### src/rtl/mips_cpu_regfile_mp.sv
// Multi-ported register file with two write ports, load-pending scoreboard and pending count.
// Optional same-cycle write-to-read forwarding is enabled by defining REGFILE_BYPASS_EN.
module mips_cpu_regfile_mp #(
    parameter int DATA_WIDTH = 32,
    parameter int ADDR_WIDTH = 5,
    parameter int NUM_READ   = 2
) (
    input  logic                           clk,
    input  logic                           reset,
    input  logic                           wa_enable,
    input  logic [ADDR_WIDTH-1:0]          wa_reg,
    input  logic [DATA_WIDTH-1:0]          wa_data,
    input  logic                           wb_enable,
    input  logic [ADDR_WIDTH-1:0]          wb_reg,
    input  logic [DATA_WIDTH-1:0]          wb_data,
    input  logic                           mark_enable,
    input  logic [ADDR_WIDTH-1:0]          mark_reg,
    input  logic [NUM_READ*ADDR_WIDTH-1:0] read_reg,
    output logic [NUM_READ*DATA_WIDTH-1:0] read_data,
    output logic [NUM_READ-1:0]            read_busy,
    output logic [DATA_WIDTH-1:0]          read_data_v0,
    output logic [ADDR_WIDTH:0]            pending_count
);

    localparam int DEPTH = 2 ** ADDR_WIDTH;

    logic [DATA_WIDTH-1:0] regs_q [DEPTH];
    logic [DATA_WIDTH-1:0] regs_d [DEPTH];
    logic [DEPTH-1:0]      pending_q;
    logic [DEPTH-1:0]      pending_d;
    logic [ADDR_WIDTH:0]   count_q;
    logic [ADDR_WIDTH:0]   count_d;
    logic                  cnt_set;
    logic                  cnt_clr;

    always_comb begin
        for (int r = 0; r < DEPTH; r++) begin
            regs_d[r] = regs_q[r];
        end
        for (int r = 1; r < DEPTH; r++) begin
            if (wa_enable && wa_reg == ADDR_WIDTH'(r)) begin
                regs_d[r] = wa_data;
            end else if (wb_enable && wb_reg == ADDR_WIDTH'(r)) begin
                regs_d[r] = wb_data;
            end
        end
        regs_d[0] = '0;
    end

    // A mark in the same cycle as a load return keeps the register pending.
    always_comb begin
        pending_d = pending_q;
        if (wb_enable) begin
            pending_d[wb_reg] = 1'b0;
        end
        if (mark_enable) begin
            pending_d[mark_reg] = 1'b1;
        end
        pending_d[0] = 1'b0;
    end

    always_comb begin
        cnt_set = mark_enable && (mark_reg != '0) && !pending_q[mark_reg];
        cnt_clr = wb_enable && (wb_reg != '0) && pending_q[wb_reg]
                  && !(mark_enable && mark_reg == wb_reg);
        count_d = count_q;
        unique case ({cnt_set, cnt_clr})
            2'b10:   count_d = count_q + 1'b1;
            2'b01:   count_d = count_q - 1'b1;
            default: count_d = count_q;
        endcase
    end

    always_ff @(posedge clk) begin
        if (reset) begin
            for (int r = 0; r < DEPTH; r++) begin
                regs_q[r] <= '0;
            end
            pending_q <= '0;
            count_q   <= '0;
        end else begin
            for (int r = 0; r < DEPTH; r++) begin
                regs_q[r] <= regs_d[r];
            end
            pending_q <= pending_d;
            count_q   <= count_d;
        end
    end

    always_comb begin
        logic [ADDR_WIDTH-1:0] idx;
        logic [DATA_WIDTH-1:0] rd;
        logic                  rb;
        read_data = '0;
        read_busy = '0;
        idx       = '0;
        rd        = '0;
        rb        = 1'b0;
        for (int p = 0; p < NUM_READ; p++) begin
            idx = read_reg[p*ADDR_WIDTH +: ADDR_WIDTH];
            rd  = regs_q[idx];
            rb  = pending_q[idx];
`ifdef REGFILE_BYPASS_EN
            if (idx != '0) begin
                if (wa_enable && wa_reg == idx) begin
                    rd = wa_data;
                end else if (wb_enable && wb_reg == idx) begin
                    rd = wb_data;
                end
                if (wb_enable && wb_reg == idx
                    && !(mark_enable && mark_reg == idx)) begin
                    rb = 1'b0;
                end
            end
`endif
            read_data[p*DATA_WIDTH +: DATA_WIDTH] = rd;
            read_busy[p] = rb;
        end
    end

    always_comb begin
        read_data_v0 = regs_q[2];
`ifdef REGFILE_BYPASS_EN
        if (wa_enable && wa_reg == ADDR_WIDTH'(2)) begin
            read_data_v0 = wa_data;
        end else if (wb_enable && wb_reg == ADDR_WIDTH'(2)) begin
            read_data_v0 = wb_data;
        end
`endif
    end

    assign pending_count = count_q;

endmodule

### config.mk
export PLATFORM = sky130hd
export DESIGN_NAME = mips_cpu_regfile_mp
export DESIGN_NICKNAME = d
export VERILOG_FILES = /design/src/rtl/mips_cpu_regfile_mp.sv
export SDC_FILE = /design/constraint.sdc
export NUM_CORES = 2
export LEC_CHECK = 0
export CELL_PAD_IN_SITES_DETAIL_PLACEMENT = 0
export CELL_PAD_IN_SITES_GLOBAL_PLACEMENT = 1
export CORE_UTILIZATION = 30
export CTS_CLUSTER_SIZE = 28
export DETAILED_ROUTE_END_ITERATION = 10
export PLACE_DENSITY_LB_ADDON = 0.08
export SLEW_MARGIN = 5
export SYNTH_ARGS = -nofsm -noshare
export SYNTH_HDL_FRONTEND = slang
export SYNTH_SLANG_ARGS = --single-unit
### constraint.sdc
create_clock -name clk -period 4.5 [get_ports clk]
set_input_delay 0.45 -clock clk [delete_from_list [all_inputs] [get_ports clk]]
set_output_delay 0.45 -clock clk [all_outputs]
set_load 0.02 [all_outputs]
==> impl_metrics.json <==
{
  "r2r-start": "pending_q[14]",
  "cts_sinks": 1029,
  "drt-pass1-iter-count": 8,
  "rsz0062_at_grt": "false",
  "skew_ns": 0.0219,
  "finalNetCount": 6312,
  "antenna_left": 0,
  "core_um2": 210000,
  "r2r-end": "pending_count[5]",
  "stdcell_count": 9114,
  "setup_viol": 0,
  "syn_area_um2": 63600,
  "worstPathArrival_ns": 3.81,
  "dieArea_um2": 214000,
  "yosysSeqAreaShare": 0.475,
  "finalHoldViolations": 0,
  "power_leakage_nw": 26.5,
  "die_height_um": 462,
  "fmax_mhz": 235,
  "ir_drop_v": 0.000233,
  "cts_root_buffer": "clkbuf_16",
  "ys_seq_elements": 1029,
  "power_frac_seq": 0.431,
  "yosysWarnings": 0,
  "areaGrowthSynthToFinish_pct": 16.8,
  "clock_path_buffers": 3,
  "final_util": 0.353,
  "synth_edf_count": 960,
  "synth_top_area_frac": 0.453,
  "drive_gt1_frac": 0.190,
  "max_cap_viol_count": 0,
  "p_switching_mw": 7.73,
  "crit_chain": "buf_8 > buf_4 > mux4_2 > mux2i_1 > nor2_1 > a21oi_1 > o221ai_1 > clkdlybuf4s50_1",
  "place_inst": 8879,
  "ctsHtreeMaxLevel": 4,
  "cts_tree": "done",
  "p_int_mw": 19.1,
  "numCtsBuffers": 136,
  "rr_worst_depth": 12,
  "ys.flop_type": "edfxtp_1",
  "maxSlewHeadroom": 0.162,
  "start_kind": "primary input",
  "grt_pass1_vias": 52386,
  "grt_max_degree": 174,
  "dieWidth_um": 462,
  "cts_resized": 0,
  "synth_nets": 6322,
  "crit_required_ns": 4.05,
  "track_usage": 0.299,
  "fin_crit_sh": 0.946,
  "syn_area_per_cell_um2": 10.2,
  "slowest_stage": "clkdlybuf4s50_1",
  "hp-start": "reset",
  "via_per_inst": 5.88,
  "async_reset_ff_frac": 0,
  "hpwl_um": 190000,
  "rrSetupSlack_ns": 1.06,
  "avgRoutedWirePerCell_um": 35.9,
  "clock_latency_ns": 0.80,
  "synth_common_cells": "2063 x nand2_1, 1048 x a21oi_1, 960 x edfxtp_1, 476 x mux4_2, 438 x clkbuf_1",
  "pwr-share-clk": 0.395,
  "yosysUniqueCellTypes": 53,
  "grt_overflow_total": 0,
  "rows": 168,
  "ios": 198,
  "place_congestion": 0.854,
  "port_buffers": 197,
  "hold_end": "pending_q[10]",
  "drc": 0,
  "whs_path_depth": 2,
  "finalSetupTns_ns": 0,
  "powerDensity_nw_per_um2": 361,
  "p_comb_frac": 0.174,
  "synth_largest_area_cell": "edfxtp_1",
  "initial_utilization": 0.303,
  "outcome": "completed",
  "yosysMostFrequentCell": "nand2_1",
  "clk_pin_slew_ns": 0.06,
  "syn_inst": 6222,
  "slew_viol_final": 0,
  "min_period_ns": 4.26,
  "cts_hold_buffers": 0,
  "slowest_delay_ns": 0.69,
  "hold_path.class": "primary input to flip-flop",
  "netSwitchingFraction": 0.289,
  "worst_pin_slew_ns": 1.25,
  "worstSetupPathType": "primary input to primary output",
  "endpoint_kind": "primary output",
  "yosys-top-cells-area": "edfxtp_1 45%, mux4_2 17%, nand2_1 12%, a21oi_1 8.2%, mux2i_1 3.6%",
  "wl_um": 327000,
  "postCtsSetupBuffers": 0,
  "drt_iter0_markers": 6703,
  "via_count": 53604,
  "cp_max_fo": 38,
  "antenna_found_initial": 20,
  "grt_pass1_wl_um": 447000
}
[sequential cells by signal, indices dropped and copies added (netlist names)]
| register | count |
|---|---|
| regs_q | 992 |
| pending_count | 6 |
| pending_q | 31 |
[power groups by stage]
stage	clock, mW	combinational [mW]	sequential (mW)
4_1_cts	10.7	4.65	11.5
2_1_floorplan	0	2.57	11.6
3_5_place_dp	0	4.64	11.7
3_3_place_gp	0	4.63	11.7
6_report	10.6	4.67	11.6
5_1_grt	11.0	4.87	11.6
[logic make-up after synthesis]
kind of cell | count (synthesis) | share of synthesized area
XOR/XNOR | 7 | 0.000964
buffers and inverters | 725 | 0.0473
AO/OA/AOI/OAI | 1344 | 0.116
adder cells (fa/ha/maj) | 6 | 0.00130
multiplexers | 777 | 0.217
AND/OR/NAND/NOR | 2334 | 0.143
flip-flops | 1029 | 0.475
[critical path, delay by kind of cell]
family / cells / cell delay [ns]
AO/OA/AOI/OAI: 2 / 1.08
buffers and inverters: 3 / 1.38
multiplexers: 2 / 0.67
AND/OR/NAND/NOR: 1 / 0.12
[cells in the final DEF (no fill, tap or decap), types with 11 or more instances in the layout]
| master | synthesis | routed |
|---|---|---|
| mux2_2 | 70 | 70 |
| nand2_1 | 2063 | 2042 |
| a21oi_1 | 1048 | 1048 |
| nand2_2 | 0 | 21 |
| clkbuf_16 | 0 | 141 |
| nor2_1 | 160 | 134 |
| buf_4 | 19 | 311 |
| nor2_4 | 0 | 26 |
| a22oi_1 | 87 | 87 |
| o21ai_0 | 79 | 79 |
| mux4_2 | 476 | 476 |
| clkdlybuf4s50_1 | 0 | 188 |
| mux2i_1 | 231 | 231 |
| clkinv_2 | 0 | 22 |
| buf_12 | 0 | 65 |
| clkbuf_1 | 438 | 31 |
| a21o_1 | 13 | 11 |
| clkinv_1 | 0 | 27 |
| o221ai_1 | 66 | 66 |
| edfxtp_1 | 960 | 960 |
| a211oi_1 | 32 | 32 |
| nand3b_1 | 20 | 20 |
| dfxtp_1 | 69 | 69 |
[stage by stage]
stage	setup WS, ns	hold WS [ns]	total power [mW]	instance area [um2]
4_1_cts	0.373	0.114	26.9	74300
2_1_floorplan	1.17	0.476	14.2	63600
3_3_place_gp	0.118	0.504	16.3	70200
5_1_grt	0.125	0.147	27.5	74300
3_5_place_dp	0.153	0.496	16.4	70200
6_report	0.245	0.160	26.8	74300
[worst max-delay path by stage]
stage                  startpoint          endpoint  slack [ns]  cells past startpoint
floorplan               wb_reg[0]  pending_count[5]        1.17                     12
global route        regs_q[15][1]      read_data[1]        0.13                      6
detailed placement      wb_reg[1]  pending_count[4]        0.15                     14
global placement        wb_reg[1]  pending_count[4]        0.12                     14
finish                read_reg[5]     read_data[33]        0.24                      8
CTS                 regs_q[15][1]      read_data[1]        0.37                      6
[area by class of cell]
| cell class | instances | area, um2 |
|---|---|---|
| tap | 2805 | 3510 |
| clock buffer | 177 | 3710 |
| inverter | 6 | 22.5 |
| sequential | 1029 | 30200 |
| clock inverter | 56 | 387 |
| antenna | 2 | 5.00 |
| multi-input combinational | 4468 | 30800 |
| fill | 20607 | 136000 |
| timing repair buffer | 571 | 5620 |
[layer usage]
metal	up-vias	routed length (um)	GRT usage
li1	22555	-	-
met2	2673	156000	0.490
met1	27838	136000	0.401
met3	534	23800	0.0448
met4	4	11300	0.103
met5	-	19	0
No activity file was read; power rests on OpenSTA's default activity.
